===== config.mk =====
export PLATFORM = sky130hd
export DESIGN_NAME = shift_sequencer
export DESIGN_NICKNAME = d
export VERILOG_FILES = /design/src/rtl/shift_pkg.sv /design/src/rtl/shift_sequencer.sv
export SDC_FILE = /design/constraint.sdc
export NUM_CORES = 1
export LEC_CHECK = 0
export BUFFER_PORTS_ARGS = -buffer_cell sky130_fd_sc_hd__buf_2
export CAP_MARGIN = 10
export CORE_MARGIN = 5
export CORE_UTILIZATION = 45
export CTS_CLUSTER_SIZE = 12
export DETAILED_ROUTE_END_ITERATION = 8
export PLACE_DENSITY = 0.79
export SYNTH_ARGS = -nofsm -noshare
export SYNTH_HDL_FRONTEND = slang
export SYNTH_SLANG_ARGS = --single-unit

===== constraint.sdc =====
create_clock -name clock -period 2.1 [get_ports clock]
set_clock_uncertainty 0.1 [all_clocks]
set_input_delay 0.42 -clock clock [delete_from_list [all_inputs] [get_ports clock]]
set_output_delay 0.42 -clock clock [all_outputs]
set_load 0.01 [all_outputs]

===== src/rtl/shift_pkg.sv =====
// Shared constants and state type for the multi-position shift sequencer.
// Shifter select codes match the external single-step shifter datapath.
package shift_pkg;

    localparam int DATA_W = 16;

    localparam logic [3:0] SEL_PASS = 4'b0000;
    localparam logic [3:0] SEL_SHL  = 4'b0010;
    localparam logic [3:0] SEL_SHR  = 4'b0100;

    typedef enum logic [1:0] {
        IDLE,
        SHIFT,
        DONE
    } state_t;

endpackage


===== src/rtl/shift_sequencer.sv =====
// Drives the shared single-step shifter once per cycle until the requested count is used up.
// Optional rotate mode (input rot) is enabled by defining SHIFT_SEQ_ROTATE_EN.
module shift_sequencer
    import shift_pkg::*;
#(
    parameter int WIDTH = DATA_W,
    parameter int CNT_W = 4
) (
    input  logic             clock,
    input  logic             reset_n,
    input  logic             start,
    input  logic             dir,
    input  logic [CNT_W-1:0] amount,
    input  logic [WIDTH-1:0] operand,
    output logic [WIDTH-1:0] sh_B,
    output logic [3:0]       sh_S,
    input  logic [WIDTH-1:0] sh_H,
    input  logic             sh_Il,
    input  logic             sh_Ir,
`ifdef SHIFT_SEQ_ROTATE_EN
    input  logic             rot,
`endif
    output logic             busy,
    output logic             done,
    output logic [WIDTH-1:0] result,
    output logic             carry_out
);

    state_t             state_q, state_d;
    logic [WIDTH-1:0]   work_q;
    logic [WIDTH-1:0]   work_step;
    logic [CNT_W-1:0]   cnt_q;
    logic               dir_q;
    logic               last_step;
`ifdef SHIFT_SEQ_ROTATE_EN
    logic               rot_q;
`endif

    assign sh_B      = work_q;
    assign busy      = (state_q != IDLE);
    assign last_step = (cnt_q == CNT_W'(1));

    // NOTE: sequential state uses non-blocking assignments so every register samples pre-edge values.
    always_ff @(posedge clock or negedge reset_n) begin
        if (!reset_n) begin
            state_q <= IDLE;
        end else begin
            state_q <= state_d;
        end
    end

    // NOTE: every output of this block gets a default first, so no path can infer a latch.
    always_comb begin
        state_d = state_q;
        sh_S    = SEL_PASS;
        done    = 1'b0;
        unique case (state_q)
            IDLE: begin
                if (start) begin
                    state_d = (amount == '0) ? DONE : SHIFT;
                end
            end
            SHIFT: begin
                sh_S = dir_q ? SEL_SHR : SEL_SHL;
                if (last_step) begin
                    state_d = DONE;
                end
            end
            DONE: begin
                done    = 1'b1;
                state_d = IDLE;
            end
            default: state_d = IDLE;
        endcase
    end

    // Next work value: shifter output, optionally with the ejected bit wrapped into the vacated slot.
    always_comb begin
        work_step = sh_H;
`ifdef SHIFT_SEQ_ROTATE_EN
        if (rot_q) begin
            if (dir_q) begin
                work_step[WIDTH-1] = sh_Ir;
            end else begin
                work_step[0] = sh_Il;
            end
        end
`endif
    end

    // result is loaded on entry to DONE so it is already valid while done is high.
    // NOTE: every datapath register is cleared by reset; an abort leaves no partial result visible.
    always_ff @(posedge clock or negedge reset_n) begin
        if (!reset_n) begin
            work_q    <= '0;
            cnt_q     <= '0;
            dir_q     <= 1'b0;
            result    <= '0;
            carry_out <= 1'b0;
`ifdef SHIFT_SEQ_ROTATE_EN
            rot_q     <= 1'b0;
`endif
        end else begin
            unique case (state_q)
                IDLE: begin
                    if (start) begin
                        work_q    <= operand;
                        cnt_q     <= amount;
                        dir_q     <= dir;
                        carry_out <= 1'b0;
`ifdef SHIFT_SEQ_ROTATE_EN
                        rot_q     <= rot;
`endif
                        if (amount == '0) begin
                            result <= operand;
                        end
                    end
                end
                SHIFT: begin
                    work_q    <= work_step;
                    carry_out <= dir_q ? sh_Ir : sh_Il;
                    cnt_q     <= cnt_q - CNT_W'(1);
                    if (last_step) begin
                        result <= work_step;
                    end
                end
                DONE: begin
                    result <= work_q;
                end
                default: ;
            endcase
        end
    end

endmodule


==> Word-level counts from Yosys, hierarchy flattened <==
Cells that the tools add are included.
{ "totals": {"reg_bits": 40, "in_bits": 42, "output_inout_bits": 39, "elab_cells": 40} }
{ "op_classes": {"addsub": 1, "eq_ne": 6, "muxes": 18, "n_reduce_logical": 9} }
{ "op_table": {"columns": ["cell", "count"], "rows": [
  ["$mux 16", 4],
  ["$pmux 16 s3", 1],
  ["$pmux 16 s2", 1],
  ["$pmux 4 s2", 1],
  ["$mux 2", 3],
  ["$mux 3", 2],
  ["$ne 2x2->1 const B", 3],
  ["$reduce_and 2->1", 3],
  ["$eq 4x1->1 const B", 1],
  ["$logic_not 4->1", 1],
  ["$mux 4", 1],
  ["$pmux 2 s2", 1],
  ["$reduce_and 4->1", 1],
  ["$reduce_bool 2->1", 2],
  ["$sub 4x1->4 const B", 1],
  ["$mux 1", 3],
  ["$reduce_bool 3->1", 1],
  ["$eq 2x1->1 const B", 1],
  ["$eq 2x2->1 const B", 1],
  ["$logic_not 2->1", 1],
  ["$pmux 1 s2", 1]
]} }

==> Logic depth before layout (Yosys ltp) <==
Gate-level depths: netlist (run 1).
{ "depth": {"ltp_word": 4, "mapped_depth": 8, "ltp_nobuf": 5} }

==> Least setup slack after synthesis (run 1) <==
Ideal clock, no wire load.
{ "synth_timing": {"path_type": "register -> register", "startpoint": "register cnt_q[1]", "endpoint": "register result[0]", "setup_ns": 0.125, "t_arrival_ns": 2.008, "required_time_ns": 1.875, "slack_ns": -0.133, "stages_incl_launch_ff": 7, "path_buffers": 1, "period_less_slack_ns": 2.233, "path_cell_list": "dfrtp_1 -> inv_1 -> ha_1 -> or3b_4 -> a2111oi_4 -> buf_6 -> mux2_2"} }
{ "synth_between": {"elab_chain_cells": 3} }
{ "synth_lines": {"columns": ["element", "line", "rtl"], "rows": [
  ["start: declaration", "shift_sequencer.sv:32", "logic [CNT_W-1:0] cnt_q;"],
  ["start signal: assignment", "shift_sequencer.sv:108", "cnt_q <= amount;"],
  ["start signal: assignment", "shift_sequencer.sv:122", "cnt_q <= cnt_q - CNT_W'(1);"],
  ["$eq 4x1->1", "shift_sequencer.sv:41", "assign last_step = (cnt_q == CNT_W'(1));"],
  ["$ne 2x2->1 (no source line)", null, null],
  ["$reduce_and 4->1 (no source line)", null, null],
  ["end signal: assignment", "shift_sequencer.sv:115", "result <= operand;"],
  ["end signal: assignment", "shift_sequencer.sv:124", "result <= work_step;"],
  ["end signal: assignment", "shift_sequencer.sv:128", "result <= work_q;"],
  ["end: declaration", "shift_sequencer.sv:25", "output logic [WIDTH-1:0] result,"]
]} }
No other way between the ends.
A chain may end at the register's enable or synchronous reset.

==> Worst setup path in the final report (run 1) <==
{ "layout_timing": {"startpoint": "register cnt_q[1]", "endpoint": "register result[3]"} }
The elaborated chain is that of the path after synthesis.

==> impl_metrics.toml, run 1 <==
[final_layout]
final_cell_mix = "buf_2, dfrtp_1, nand2_1"
drive_gt1_share_pct = 42.17
nets = 360
area_delta_synth_final_pct = 34.84
n_antenna_cell = 0
n_fill_cell = 408
layout_commonest_cell = "buf_2"

[worst_setup_path]
ff2ff_path_depth = 6
crit_arrival_ps = 2240
reg2reg_from = "cnt_q[1]$_DFFE_PN0P_"
worstSetupEndpointType = "flip-flop"
startpoint_type = "flip-flop"
cp_slowest_stage_delay_ps = 420
worstPathRequired_ps = 2180
crit_family = "compound AO/OA/AOI/OAI gates"
critical_path_buf_inv_count = 2
slowest_stage = "a2111oi_4"
path_max_fanout = 7
regToRegSetupSlack_ps = -60
r2r_end = "result[3]$_DFFE_PN0P_"
path_cells = "inv_2 -> ha_1 -> or3b_4 -> a2111oi_4 -> buf_6 -> mux2_4"
criticalPathCategory = "flip-flop to flip-flop"

[floorplan]
die_y_um = 80.23
start_util_pct = 46.68
io_pins = 81
core_area_um2 = 4755
die_w_um = 80.23
row_count = 25
die_area_um2 = 6437

[cts]
cts_inserted_buffers = 5
insertion_delay_ps = 280
cts_buffer_depth = 2
cts_htree_levels = 2
path_clk_slew_ps = 80
hold_buffers = 0
cts_sinks = 40
cts_tree = "built"
clock-root-buffer = "clkbuf_8"

[global_route]
grt_usage_pct = 18.15
overflow = 0
grt_pass1_vias = 2020
antenna_found_initial = 0
grt_pass1_wl_um = 9218
grt_max_degree = 41

[synth]
synthFlopType = "dfrtp_1"
yosys_warnings = 0
synthArstFlopShare_pct = 100.0
yosysSeqAreaShare_pct = 45.10
yosys_register_bits = 40
synth_area_leader_cell = "dfrtp_1"
synthesis.area_um2 = 2220
syn_inst = 224
avgSynthCellArea_um2 = 9.909
synth_edf_count = 0
synth_top_area_share_pct = 45.10
synthTopCellsByArea = "dfrtp_1, mux2_2, mux2i_1, a22oi_1, o21ai_0"
synth.distinct_cells = 31

[worst_hold_path]
holdCritPathClass = "primary input to async pin"

[sta]
finalCriticalPeriod_ps = 2163
setup_viol = 16
timing.fmax_mhz = 462.3
hold_viol_final = 0
final.setup.worst_slack_ps = -63.29
fin_crit_sh_pct = 103.0
fin_tns_setup_ps = -820.3
slew_violations = 0
grt_setup_unrepaired = "yes"

[placement]
gp_congestion = 0.8269
io_buffers = 78
dpl.hpwl_um = 4002
place_ws_ps = -113.0

[run]
cap_violations = 0

[pwr]
leakagePower_nw = 1.452
vdd_ir_drop_max_mv = 0.8763
p_per_area_nw_per_um2 = 1811

[drt]
drc_errors = 0
wl_per_cell_um = 15.14
routed_via_density = 5.239
vias = 1991
antenna_left = 0
drt_iter0_markers = 113
wl_um = 5754
dr.pass1.iters = 4

[run_status]
status = "finished with violations"
failed_checks = "setup timing"
==> sequential cells by signal, indices dropped and copies added, names as in the netlist <==
| signal | count |
|---|---|
| carry_out | 1 |
| dir_q | 1 |
| sh_B | 16 |
| result | 16 |
| cnt_q | 4 |
| state_q | 2 |
==> per-stage QoR <==
step                instances  total power, mW  instance area (um2)  util, %  hold slack (ps)
CTS                       380            5.287                 2949    62.03            91.29
global route              380            5.845                 2993    62.95            125.4
floorplan                 225            3.441                 2233        -            24.41
global placement          368            4.349                 2764    58.13            366.1
detailed placement        368            4.449                 2764    58.13            383.0
finish                    380            5.421                 2993    62.95            75.94
==> kinds of logic (layout without fill, tap and decap cells) <==
| kind of cell | after synthesis | in the layout | share of synthesized area, % |
|---|---|---|---|
| buffers and inverters | 25 | 113 | 5.017 |
| other | 1 | 2 | 0.1689 |
| AND/OR/NAND/NOR | 49 | 49 | 9.470 |
| AO/OA/AOI/OAI | 66 | 66 | 19.17 |
| adder cells (fa/ha/maj) | 6 | 6 | 3.382 |
| multiplexers | 37 | 37 | 17.70 |
| flip-flops | 40 | 40 | 45.10 |
==> worst max path at each step <==
stage,endpoint,cells after the start,start,slack [ps]
final,result[3]$_DFFE_PN0P_,6,cnt_q[1]$_DFFE_PN0P_,-60
after global routing,result[8]$_DFFE_PN0P_,6,cnt_q[1]$_DFFE_PN0P_,-140
after CTS,result[10]$_DFFE_PN0P_,6,cnt_q[1]$_DFFE_PN0P_,-70
after detailed placement,result[11]$_DFFE_PN0P_,5,amount[2],-110
after global placement,result[14]$_DFFE_PN0P_,5,amount[2],-60
after floorplan,result[0]$_DFFE_PN0P_,6,cnt_q[1]$_DFFE_PN0P_,-80
==> worst register-to-register path, stage by stage (launching register included) <==
cell and delay [ps]:
dfrtp_1 410, inv_2 70, ha_1 130, or3b_4 400, a2111oi_4 420, buf_6 220, mux2_4 310
==> where the power goes <==
group	switching, mW	leakage (nW)	total, mW	internal (mW)
clock network	0.263	0.0445	0.530	0.267
registers	0.260	0.483	1.44	1.18
logic	1.67	0.925	3.45	1.78
total	2.19	1.45	5.42	3.23
==> what timing repair did <==
item,CTS,global route
setup endpoints to repair,18,17
setup buffers,2,0
gates cloned,2,0
resized for setup,12,10
==> routing by layer <==
layer	wire length (um)	part of all wire, %	GRT usage (%)
met1	2412	42	21.24
met4	77	1.3	6.419
met5	0	0	0
met3	333	5.8	3.812
met2	2930	51	32.53
==> final cells by class <==
type | count | area (um2) | share of cell area [%]
Multi-Input combinational cell | 160 | 1199 | 40.05
Timing Repair Buffer | 99 | 593.1 | 19.82
Tap cell | 67 | 83.83 | 2.801
Clock inverter | 1 | 7.507 | 0.2508
Clock buffer | 7 | 86.33 | 2.885
Inverter | 6 | 22.52 | 0.7525
Sequential cell | 40 | 1001 | 33.44
==> synth_stat cells (all sizes together), types with 2 or more instances <==
| library cell | n |
|---|---|
| mux2i | 19 |
| inv | 6 |
| buf | 6 |
| nor2b | 2 |
| o21ai | 21 |
| nand2 | 22 |
| dfrtp | 40 |
| mux2 | 18 |
| ha | 6 |
| nand3 | 2 |
| a22oi | 18 |
| and2 | 2 |
| clkbuf | 13 |
| nor2 | 17 |
| a21oi | 19 |
(Power assumes the default switching activity.)
==> run 2: changes to the inputs <==
Settings changed: CORE_UTILIZATION 45 to 49, PLACE_DENSITY 0.79 to 0.81.
Clock period 2.1 ns to 2.45 ns, I/O delays scaled along.
==> impl_metrics.toml, run 2 (same netlist as run 1, synthesis figures left out) <==
[sta]
tightestPinTransition_ps = 921.3
slew_violations = 0
fin_crit_sh_pct = 90.16
grt_setup_unrepaired = "no"
finalCriticalPeriod_ps = 2209
final.setup.worst_slack_ps = 241.2
hold_viol_final = 0
relSlewSlack_pct = 38.58
setup_viol = 0
fin_tns_setup_ps = 0
timing.fmax_mhz = 452.7

[floorplan]
row_count = 24
start_util_pct = 50.63
core_area_um2 = 4384
io_pins = 81
die_w_um = 77.31
die_y_um = 77.31
die_area_um2 = 5976

[final_layout]
drive_gt1_share_pct = 39.53
regArea_um2 = 1001
nets = 349
n_antenna_cell = 0
layout_commonest_cell = "buf_2"
area_delta_synth_final_pct = 24.97
multi_input_area_um2 = 1126
layout.cells.non_filler = 353
n_fill_cell = 379
final_cell_mix = "buf_2, dfrtp_1, nand2_1"
fin_util_pct = 63.27

[global_route]
overflow = 0
grt_usage_pct = 18.34
grt_pass1_vias = 1974
antenna_found_initial = 0
grt_pass1_wl_um = 9128
grt_max_degree = 33

[cts]
postCtsSetupBuffers = 0
cts_inserted_buffers = 5
cts_buffer_depth = 2
cts_sinks = 40
path_clk_slew_ps = 80
cts_htree_levels = 2
cts_tree = "built"
insertion_delay_ps = 280
hold_buffers = 0
clock-root-buffer = "clkbuf_8"
post_cts_resized = 0

[worst_setup_path]
r2r_end = "result[8]$_DFFE_PN0P_"
worstSetupEndpointType = "primary output"
criticalPathCategory = "flip-flop to primary output"
startpoint_type = "flip-flop"
ff2ff_path_depth = 6
path_max_fanout = 19
crit_arrival_ps = 1620
reg2reg_from = "cnt_q[1]$_DFFE_PN0P_"
worstPathRequired_ps = 1860
regToRegSetupSlack_ps = 280

[drt]
drc_errors = 0
wl_per_cell_um = 15.37
antenna_left = 0
dr.pass1.iters = 6
vias = 1904
routed_via_density = 5.394
drt_iter0_markers = 71
wl_um = 5424

[pwr]
p_seq_share_pct = 30.5
switching_share_pct = 42.41
pwr-share-clk_pct = 10.2
p_comb_share_pct = 59.4
p_switching_mw = 1.747
leakagePower_nw = 1.320
vdd_ir_drop_max_mv = 0.8062
p_int_mw = 2.372
p_per_area_nw_per_um2 = 1485

[run_status]
status = "finished clean"

[placement]
io_buffers = 78
place_ws_ps = 197.8
gp_congestion = 0.7548
dpl.hpwl_um = 4162
numPlacedInstances = 346

[run]
cap_violations = 0

[worst_hold_path]
holdCritPathClass = "primary input to async pin"
## run 2: area by class of cell
class                      count  share of cell area, %
multi-input combinational    160                  40.60
sequential                    40                  36.08
timing repair buffer          88                  17.23
clock buffer                   5                  2.481
tap                           52                  2.346
inverter                       6                 0.8119
clock inverter                 2                 0.4511
## run 2: layer usage
metal | track usage [%] | part of all wire [%] | up-vias | routed length (um)
met4 | 4.124 | 0.74 | 0 | 40
met5 | 0 | 0 | - | 0
li1 | - | - | 946 | -
met1 | 22.23 | 41 | 898 | 2234
met3 | 5.152 | 7.2 | 4 | 392
met2 | 32.24 | 51 | 56 | 2756
## run 2: through the flow
stage	hold slack [ps]	cell area, um2	power [mW]
2_1_floorplan	94.41	2223	2.928
3_3_place_gp	359.4	2693	3.642
3_5_place_dp	378.3	2693	3.732
4_1_cts	65.81	2774	4.174
5_1_grt	79.14	2774	4.490
6_report	52.08	2774	4.120
## run 2: power by group through the flow
stage / Sequential [mW] / Combinational, mW / Clock (mW)
6_report: 1.25 / 2.45 / 0.419
5_1_grt: 1.30 / 2.73 / 0.465
4_1_cts: 1.26 / 2.48 / 0.435
3_5_place_dp: 1.26 / 2.47 / 0
3_3_place_gp: 1.26 / 2.39 / 0
2_1_floorplan: 1.35 / 1.57 / 0
## run 2: worst max path at each step
stage                                 startpoint                      to  slack, ps
after floorplan             cnt_q[1]$_DFFE_PN0P_   result[0]$_DFFE_PN0P_        220
after global placement                 amount[2]  result[13]$_DFFE_PN0P_        240
after detailed placement               amount[2]   result[1]$_DFFE_PN0P_        200
after CTS                 state_q[1]$_DFFE_PN0P_                 sh_S[1]        220
after global routing      state_q[1]$_DFFE_PN0P_                 sh_S[1]        130
final                     state_q[1]$_DFFE_PN0P_                 sh_S[1]        240
## run 2: worst max-delay path, cell delays in order (launching register included)
cell     delay (ps)
dfrtp_1         440
inv_1           110
ha_2            420
nor2b_1         220
buf_2           150
